[config.mk]
export PLATFORM = sky130hd
export DESIGN_NAME = kmeans_in_framer
export DESIGN_NICKNAME = d
export VERILOG_FILES = /design/src/rtl/kmeans_pkg.sv /design/src/rtl/kmeans_sync_fifo.sv /design/src/rtl/kmeans_in_framer.sv
export SDC_FILE = /design/constraint.sdc
export NUM_CORES = 1
export LEC_CHECK = 0
export ABC_AREA = 1
export CORE_MARGIN = 2
export CORE_UTILIZATION = 54
export CTS_CLUSTER_DIAMETER = 200
export DETAILED_ROUTE_END_ITERATION = 12
export PLACE_DENSITY = 0.8
export SLEW_MARGIN = 30
export SYNTH_ARGS = -nofsm -noshare
export SYNTH_HDL_FRONTEND = slang
export SYNTH_HIERARCHICAL = 1
export SYNTH_SLANG_ARGS = --single-unit
export TNS_END_PERCENT = 20
[constraint.sdc]
create_clock -name clk -period 3.45 [get_ports clk]
set_input_delay 0.69 -clock clk [delete_from_list [all_inputs] [get_ports clk]]
set_output_delay 0.69 -clock clk [all_outputs]
set_load 0.005 [all_outputs]
[src/rtl/kmeans_pkg.sv]
// Shared constants, header field positions and FSM encoding for the k-means input framer.
// Build option: KM_CHECKSUM_EN adds the CSUM state for a trailing frame checksum word.
package kmeans_pkg;

    localparam int COORD_W = 8;
    localparam int MAX_K   = 8;
    localparam int PT_W    = 2 * COORD_W;

    localparam int HDR_N_MSB = 15;
    localparam int HDR_N_LSB = 8;
    localparam int HDR_K_MSB = 3;
    localparam int HDR_K_LSB = 0;

`ifdef KM_CHECKSUM_EN
    typedef enum logic [2:0] {
        ST_IDLE,
        ST_POINTS,
        ST_CENTS,
        ST_CSUM,
        ST_DRAIN
    } state_t;
`else
    typedef enum logic [1:0] {
        ST_IDLE,
        ST_POINTS,
        ST_CENTS,
        ST_DRAIN
    } state_t;
`endif

endpackage

[src/rtl/kmeans_sync_fifo.sv]
// Synchronous FIFO with first-word-fall-through head taken from flop storage;
// a push when full is accepted only if a pop frees the slot in the same cycle.
module kmeans_sync_fifo #(
    parameter int WIDTH = 17,
    parameter int DEPTH = 16
) (
    input  logic             clk,
    input  logic             rst,
    input  logic             flush,
    input  logic             push,
    input  logic [WIDTH-1:0] push_data,
    input  logic             pop,
    output logic [WIDTH-1:0] head,
    output logic             full,
    output logic             empty
);

    localparam int AW = $clog2(DEPTH);

    logic [WIDTH-1:0] mem [DEPTH];
    logic [AW-1:0]    wptr;
    logic [AW-1:0]    rptr;
    logic [AW:0]      count;
    logic             do_push;
    logic             do_pop;

    assign empty   = (count == '0);
    assign full    = (count == (AW + 1)'(DEPTH));
    assign do_pop  = pop && !empty;
    assign do_push = push && (!full || do_pop);
    assign head    = mem[rptr];

    always_ff @(posedge clk) begin
        if (rst || flush) begin
            wptr  <= '0;
            rptr  <= '0;
            count <= '0;
        end else begin
            if (do_push) wptr <= wptr + 1'b1;
            if (do_pop)  rptr <= rptr + 1'b1;
            case ({do_push, do_pop})
                2'b10:   count <= count + 1'b1;
                2'b01:   count <= count - 1'b1;
                default: count <= count;
            endcase
        end
    end

    always_ff @(posedge clk) begin
        if (do_push) mem[wptr] <= push_data;
    end

endmodule

[src/rtl/kmeans_in_framer.sv]
// Parses the raw k-means input stream into header, buffered points and initial centroids.
// Build option: KM_CHECKSUM_EN checks a trailing modulo-2^16 sum word after the centroids.
module kmeans_in_framer
    import kmeans_pkg::*;
#(
    parameter int FIFO_DEPTH = 16
) (
    input  logic            clk,
    input  logic            rst,
    input  logic            in_valid,
    input  logic [15:0]     in_data,
    output logic            cfg_valid,
    output logic [7:0]      cfg_n,
    output logic [3:0]      cfg_k,
    output logic            cen_valid,
    output logic [2:0]      cen_idx,
    output logic [15:0]     cen_data,
    output logic            pt_valid,
    input  logic            pt_ready,
    output logic [PT_W-1:0] pt_data,
    output logic            pt_last,
    output logic            frame_done,
    output logic            err
);

    state_t      state, state_n;
    logic [7:0]  n_reg;
    logic [3:0]  k_reg;
    logic [7:0]  cnt;
    logic        skip;
    logic        last_gone;

    logic [7:0]  hdr_n;
    logic [3:0]  hdr_k;
    logic        at_last_pt;
    logic        at_last_cen;

    logic        push, flush, pop, overflow;
    logic        hdr_load, hdr_bad, cen_load;
    logic        cnt_inc, cnt_clr, set_err, done;

    logic [PT_W:0] fifo_head;
    logic          fifo_full;
    logic          fifo_empty;

    assign hdr_n       = in_data[HDR_N_MSB:HDR_N_LSB];
    assign hdr_k       = in_data[HDR_K_MSB:HDR_K_LSB];
    assign at_last_pt  = (cnt == n_reg - 8'd1);
    assign at_last_cen = (cnt == {4'b0, k_reg} - 8'd1);

    assign pop      = pt_ready && !fifo_empty;
    assign overflow = push && fifo_full && !pop;

    // Head is zeroed while empty so the port reads 0 after reset or flush.
    assign pt_valid = !fifo_empty;
    assign pt_data  = pt_valid ? fifo_head[PT_W-1:0] : '0;
    assign pt_last  = pt_valid && fifo_head[PT_W];

`ifdef KM_CHECKSUM_EN
    logic [15:0] sum;

    always_ff @(posedge clk) begin
        if (hdr_load)
            sum <= in_data;
        else if (push || cen_load)
            sum <= sum + in_data;
    end
`endif

    always_comb begin
        state_n  = state;
        push     = 1'b0;
        flush    = 1'b0;
        hdr_load = 1'b0;
        hdr_bad  = 1'b0;
        cen_load = 1'b0;
        cnt_inc  = 1'b0;
        cnt_clr  = 1'b0;
        set_err  = 1'b0;
        done     = 1'b0;
        case (state)
            ST_IDLE: begin
                if (in_valid && !skip) begin
                    if (hdr_n == 8'd0 || hdr_k == 4'd0 || hdr_k > 4'(MAX_K)) begin
                        hdr_bad = 1'b1;
                    end else begin
                        hdr_load = 1'b1;
                        cnt_clr  = 1'b1;
                        state_n  = ST_POINTS;
                    end
                end
            end
            ST_POINTS: begin
                if (!in_valid) begin
                    set_err = 1'b1;
                    flush   = 1'b1;
                    cnt_clr = 1'b1;
                    state_n = ST_IDLE;
                end else begin
                    push    = 1'b1;
                    cnt_inc = 1'b1;
                    if (at_last_pt) begin
                        cnt_clr = 1'b1;
                        state_n = ST_CENTS;
                    end
                end
            end
            ST_CENTS: begin
                if (!in_valid) begin
                    set_err = 1'b1;
                    flush   = 1'b1;
                    cnt_clr = 1'b1;
                    state_n = ST_IDLE;
                end else begin
                    cen_load = 1'b1;
                    cnt_inc  = 1'b1;
                    if (at_last_cen) begin
                        cnt_clr = 1'b1;
`ifdef KM_CHECKSUM_EN
                        state_n = ST_CSUM;
`else
                        state_n = ST_DRAIN;
`endif
                    end
                end
            end
`ifdef KM_CHECKSUM_EN
            ST_CSUM: begin
                if (!in_valid) begin
                    set_err = 1'b1;
                    flush   = 1'b1;
                    state_n = ST_IDLE;
                end else begin
                    set_err = (in_data != sum);
                    state_n = ST_DRAIN;
                end
            end
`endif
            ST_DRAIN: begin
                set_err = in_valid;
                if (last_gone && fifo_empty) begin
                    done    = 1'b1;
                    state_n = ST_IDLE;
                end
            end
            default: state_n = ST_IDLE;
        endcase
    end

    always_ff @(posedge clk) begin
        if (rst) begin
            state      <= ST_IDLE;
            n_reg      <= '0;
            k_reg      <= '0;
            cnt        <= '0;
            skip       <= 1'b0;
            last_gone  <= 1'b0;
            cfg_valid  <= 1'b0;
            cfg_n      <= '0;
            cfg_k      <= '0;
            cen_valid  <= 1'b0;
            cen_idx    <= '0;
            cen_data   <= '0;
            frame_done <= 1'b0;
            err        <= 1'b0;
        end else begin
            state      <= state_n;
            cfg_valid  <= hdr_load;
            cen_valid  <= cen_load;
            frame_done <= done;

            if (hdr_load) begin
                n_reg <= hdr_n;
                k_reg <= hdr_k;
                cfg_n <= hdr_n;
                cfg_k <= hdr_k;
            end

            if (cnt_clr)
                cnt <= '0;
            else if (cnt_inc)
                cnt <= cnt + 8'd1;

            // A bad header blanks the rest of its burst so payload words are never taken as headers.
            if (hdr_bad)
                skip <= 1'b1;
            else if (!in_valid)
                skip <= 1'b0;

            if (cen_load) begin
                cen_idx  <= cnt[2:0];
                cen_data <= in_data;
            end

            if (hdr_load)
                err <= 1'b0;
            else if (hdr_bad || set_err || overflow)
                err <= 1'b1;

            // A dropped final point also counts as gone, otherwise DRAIN would never finish.
            if (hdr_load || flush || done)
                last_gone <= 1'b0;
            else if ((pop && fifo_head[PT_W]) || (overflow && at_last_pt))
                last_gone <= 1'b1;
        end
    end

    kmeans_sync_fifo #(
        .WIDTH (PT_W + 1),
        .DEPTH (FIFO_DEPTH)
    ) u_fifo (
        .clk       (clk),
        .rst       (rst),
        .flush     (flush),
        .push      (push),
        .push_data ({at_last_pt, in_data}),
        .pop       (pop),
        .head      (fifo_head),
        .full      (fifo_full),
        .empty     (fifo_empty)
    );

endmodule
==> impl_metrics.ini, run 1 <==
[timing]
finalHoldViolCount = 0
layout_worst_path_cycle_share_pct = 96.7
fin_skew_ns = 0.0313
worstMarginPinSlew_ns = 0.805
relSlewSlack_pct = 46.2
holdWs_ns = 0.479
rsz0062_at_grt = false
drv_slew = 0
period_minus_slack_ns = 3.34
fin_setup_tns_ns = 0
setup_violations = 0
fmax_mhz = 300

[synth]
synth_top_flop_cell = edfxtp_1
synthArstFlopShare_pct = 0
syn_area_per_cell_um2 = 10.8
yosysMostFrequentCell = edfxtp_1
synth_edf_count = 272
synth_area_leaders = edfxtp_1 56%, dfxtp_1 8.8%, inv_1 5.6%
yosys.area.top_type = edfxtp_1
ys_seq_elements = 336
syn_area_um2 = 14600
synth_top_area_share_pct = 56.1
ys_warn_count = 6
ys_seq_area_share_pct = 64.9
postSynthNetCount = 1386
netlist_instances = 1349
synth_common_cells = 272 x edfxtp_1, 219 x inv_1, 162 x nand2_1
synth_cell_types = 42

[route]
firstDrtPassIters = 6
postRouteAntennaNets = 0
first_iter_violations = 1131
wl_per_cell_um = 19.2
vias_per_cell = 5.59
post-route-drc-count = 0
routed_wl_mm = 34.6
vias = 10101

[clocking]
htreeDepth = 2
cts_sinks = 336
clkTransAtPathRegs_ns = 0.06
clockRootBuffer = clkbuf_16
hold_buffers = 0
cts_buffer_depth = 3
worstSkewPairLatency_ns = 0.52
cts_made_buffers = 35
cts_tree = yes

[cells_and_area]
largest_reg_flops = 272
area_delta_synth_final_pct = 16.1
fillers = 1994
top_regs = u_fifo/mem (272), cen_data (16)
final_nets = 1477
regMostFlops = u_fifo/mem
drive_gt1_share_pct = 9.75
antenna_cells = 0

[pwr]
ir_worst_vdd_v = 0.000675
swShare_pct = 31.2
p_leak_nw = 6.32
seqPwrFrac_pct = 40.0
power.switching_w = 0.00370
p_int_w = 0.00817
clkPwrFrac_pct = 31.5
pwr-share-comb_pct = 28.4
p_per_area_nw_per_um2 = 703

[setup_path]
path_class = flop to output pin
r2r-start = u_fifo/count[0]
worstPathRequired_ns = 2.76
path_cells = buf_12 -> o211ai_1 -> nand3_1 -> nand3_1 -> nand2_1 -> inv_1 -> nor2_1 -> clkdlybuf4s50_1
cp_common_cell = nand3_1
slowest_delay_ns = 0.56
cp_max_fo = 61
cp-end-kind = output pin
cp.arrival_ns = 2.65
cp_top_family = buffers and inverters
cp_num_buf_inv = 3
start_kind = flop
slowest_stage = dfxtp_4

[global_route]
track_usage_pct = 24.6
grt_pass1_vias = 10010
antenna_found_initial = 0
grt_pass1_wl_mm = 54.1
globalRoute.totalOverflow = 0
grt_start_max_net_pins = 79

[worst_hold_path]
hold_class = flop to flop
hold_start = skip

[die]
io-pin-count = 73
coreArea_um2 = 26700
die_area_um2 = 28300
die_x_um = 168
num_rows = 60
die_y_um = 168
initial_core_util_pct = 54.4

[placement]
port-buffer-count = 72
routabilityCongestion = 0.910
dpl.hpwl_mm = 21.9

[flow_run]
max_cap_violations = 0

[run_status]
outcome = complete, no violations
logic make-up after synthesis:
family | share of synthesized area, %
AO/OA/AOI/OAI | 11.5
XOR/XNOR | 1.08
adder cells (fa/ha/maj) | 1.51
buffers and inverters | 8.84
flip-flops | 64.9
AND/OR/NAND/NOR | 12.2
final cells by class:
type	instances	area, um^2	area share [%]
inverters	225	850	5.03
clock buffers	44	931	5.51
multi-input cells	722	3860	22.8
clock inverters	20	213	1.26
well taps	341	427	2.52
flip-flops and latches	336	9460	56.0
repair buffers	120	1170	6.90
per-stage QoR:
stage	std cells	instance area, um^2	worst slack (ns)	power, W	utilization (%)
2_1_floorplan	1349	14600	0.960	0.00693	-
3_3_place_gp	1742	15700	0.482	0.00801	58.8
4_1_cts	1807	16900	0.0314	0.0119	63.1
6_report	1808	16900	0.113	0.0119	63.2
5_1_grt	1808	16900	0.0118	0.0125	63.2
3_5_place_dp	1742	15700	0.479	0.00811	58.8
tightest hold or removal path, stage by stage, from the launching register on:
cell	delay, ns
dfxtp_1	0.31
nand2_1	0.06
a21oi_1	0.06
path summary, 6_finish.rpt:
kind / end / slack (ns) / depth (start not counted)
worst max register to register: u_fifo/count[4] / 1.10 / 17
worst min register to register: skip / 0.48 / 2
worst max-delay path: pt_last / 0.11 / 8
worst min-delay path: skip / 0.48 / 2
layer usage:
layer,up-vias,wire [um],global-route usage [%]
met4,0,1210,9.60
li1,4786,-,-
met2,412,17100,41.9
met1,4828,13800,31.6
met3,75,2530,4.58
met5,-,0,0
power by group through the flow:
stage	Sequential [W]	Combinational (W)	Clock [W]
after floorplan	0.00474	0.00219	0
after global placement	0.00485	0.00316	0
after detailed placement	0.00486	0.00325	0
after CTS	0.00476	0.00334	0.00378
after global routing	0.00477	0.00376	0.00395
final	0.00475	0.00338	0.00374
repair_timing:
action	in CTS	in global routing
gates resized for setup	0	3
buffers inserted	1	1
setup endpoints to repair	2	12
cells in the final DEF, fill, tap and decap left out, types with 4 or more instances in the layout:
| cell | instances |
|---|---|
| edfxtp_1 | 272 |
| inv_1 | 219 |
| nand2_1 | 162 |
| nand3_1 | 128 |
| a21oi_1 | 94 |
| nor2_1 | 77 |
| o21ai_0 | 77 |
| clkdlybuf4s50_1 | 72 |
| dfxtp_1 | 62 |
| o211ai_1 | 59 |
| buf_4 | 40 |
| clkbuf_16 | 36 |
| o21ai_1 | 25 |
| nor2_2 | 17 |
| ha_1 | 16 |
| o22ai_1 | 12 |
| clkinv_1 | 11 |
| xor2_1 | 10 |
| o211ai_2 | 9 |
| xnor2_1 | 8 |
| clkbuf_1 | 8 |
| nand2_2 | 6 |
| nor3_1 | 4 |
| bufinv_16 | 4 |
| buf_12 | 4 |
Power figures use the tool's default switching activity.
==> run 2, diff against run 1 <==
- DONT_BUFFER_PORTS: not set -> 1
- PLACE_DENSITY: 0.8 -> 0.76
==> run 2 against run 1 <==
  * Sequential power is essentially flat
  * Via count shrank 5.2%
  * Sequential share of layout area grew 3.0 points
  * Final area shrank 5.2%
  * Die area is the same
  * Fmax grew 8.8%
  * Combinational power shrank 20%
  * Critical path type unchanged
  * Non-clock buffer count shrank 92
  * Worst setup slack gained 0.27 ns
  * Critical endpoint is now pt_data[15]
  * Total power shrank 5.6%
==> impl_metrics.ini, run 2 (synthesis results as in run 1) <==
[clocking]
cts.repair.resized = 0
worstSkewPairLatency_ns = 0.52
cts_buffer_depth = 3
cts_tree = yes
cts_sinks = 336
hold_buffers = 0
cts_made_buffers = 37
htreeDepth = 2
clkTransAtPathRegs_ns = 0.06
clockRootBuffer = clkbuf_16
cts_setup_buffers = 0

[die]
die_y_um = 168
initial_core_util_pct = 54.4
coreArea_um2 = 26700
num_rows = 60
die_area_um2 = 28300
io-pin-count = 73
die_x_um = 168

[timing]
finalHoldViolCount = 0
setup_violations = 0
rsz0062_at_grt = false
fin_setup_tns_ns = 0
layout_worst_path_cycle_share_pct = 88.9
relSlewSlack_pct = 38.3
drv_slew = 0
fin_skew_ns = 0.0191
fmax_mhz = 326
period_minus_slack_ns = 3.07
worstMarginPinSlew_ns = 0.924

[route]
wl_per_cell_um = 18.6
post-route-drc-count = 0
postRouteAntennaNets = 0
vias_per_cell = 5.57
first_iter_violations = 1041
routed_wl_mm = 32.0
vias = 9572
firstDrtPassIters = 5

[pwr]
swShare_pct = 31.6
ir_worst_vdd_v = 0.00126
p_leak_nw = 5.96
pwr-share-comb_pct = 24.0
clkPwrFrac_pct = 33.5
power.switching_w = 0.00354
p_per_area_nw_per_um2 = 699
finalPower_w = 0.0112
seqPwrFrac_pct = 42.5
p_int_w = 0.00767

[setup_path]
worstPathRequired_ns = 2.76
slowest_stage = dfxtp_4
slowest_delay_ns = 0.76
path_class = flop to output pin
path_cells = buf_12 -> a21oi_1 -> o21ai_0 -> nand3_1 -> nand3_1 -> nand2_1 -> inv_1 -> nor2_1
cp_common_cell = nand3_1
cp_top_family = flip-flops
cp_max_fo = 54
cp-end-kind = output pin
start_kind = flop
cp.arrival_ns = 2.38
cp_num_buf_inv = 2

[cells_and_area]
antenna_cells = 0
final_util_pct = 60.0
largest_reg_flops = 272
layout_common_cells = 272 x edfxtp_1, 219 x inv_1, 162 x nand2_1, 128 x nand3_1, 94 x a21oi_1
fin_cells = 1718
fillers = 2074
final_area_um2 = 16000
final_common_cell = edfxtp_1
area_delta_synth_final_pct = 10.1
top_regs = u_fifo/mem (272), cen_data (16)
final_nets = 1387
drive_gt1_share_pct = 9.22
regMostFlops = u_fifo/mem

[global_route]
grt_start_max_net_pins = 137
grt_pass1_vias = 9279
grt_pass1_wl_mm = 50.5
antenna_found_initial = 0
globalRoute.totalOverflow = 0
track_usage_pct = 22.9

[flow_run]
max_cap_violations = 0

[worst_hold_path]
hold_class = primary input to flop

[placement]
port-buffer-count = 0
place_inst = 1652
routabilityCongestion = 0.844
placed_cell_area_um2 = 14900
dpl.hpwl_mm = 20.0

[run_status]
outcome = complete, no violations
==> run 2: cell types whose count changed in the layout (fill, tap and decap cells not counted), sizes merged <==
cell           delta
buf              -20
clkbuf            +2
bufinv            -1
clkdlybuf4s50    -72
inv               +1
==> run 2: layout make-up <==
cell class	count	area (um^2)	area share [%]
clock buffer	46	960	5.99
clock inverter	20	191	1.19
inverter	225	846	5.28
multi-input combinational	722	3860	24.1
sequential	336	9460	59.0
tap	341	427	2.66
timing repair buffer	28	285	1.78
==> run 2: per-layer routing <==
layer | GRT usage [%] | part of all wire [%] | up-vias
li1 | - | - | 4599
met1 | 30.7 | 42 | 4558
met2 | 37.9 | 48 | 351
met3 | 4.23 | 6.9 | 64
met4 | 8.02 | 2.9 | 0
met5 | 0 | 0 | -
==> run 2: worst paths after layout <==
path / end / start / slack, ns / cells after the start
worst max-delay path: pt_data[15] / flop / 0.38 / 8
worst min-delay path: state[1] / rst / 0.23 / 1
worst max register to register: u_fifo/mem[5][11] / u_fifo/count[4] / 0.91 / 10
worst min register to register: skip / skip / 0.46 / 2
==> run 2: stage by stage <==
step                      hold WS [ns]  setup WS (ns)
after floorplan                  0.431          0.960
after global placement           0.443           1.03
after detailed placement         0.450          0.968
after CTS                        0.213          0.366
after global routing             0.208          0.252
final                            0.227          0.384
==> run 2: power by group through the flow <==
stage	logic, W	clock network [W]	registers, W
finish	0.00269	0.00375	0.00476
global route	0.00304	0.00396	0.00479
CTS	0.00267	0.00382	0.00476
detailed placement	0.00264	0	0.00485
global placement	0.00258	0	0.00484
floorplan	0.00219	0	0.00474
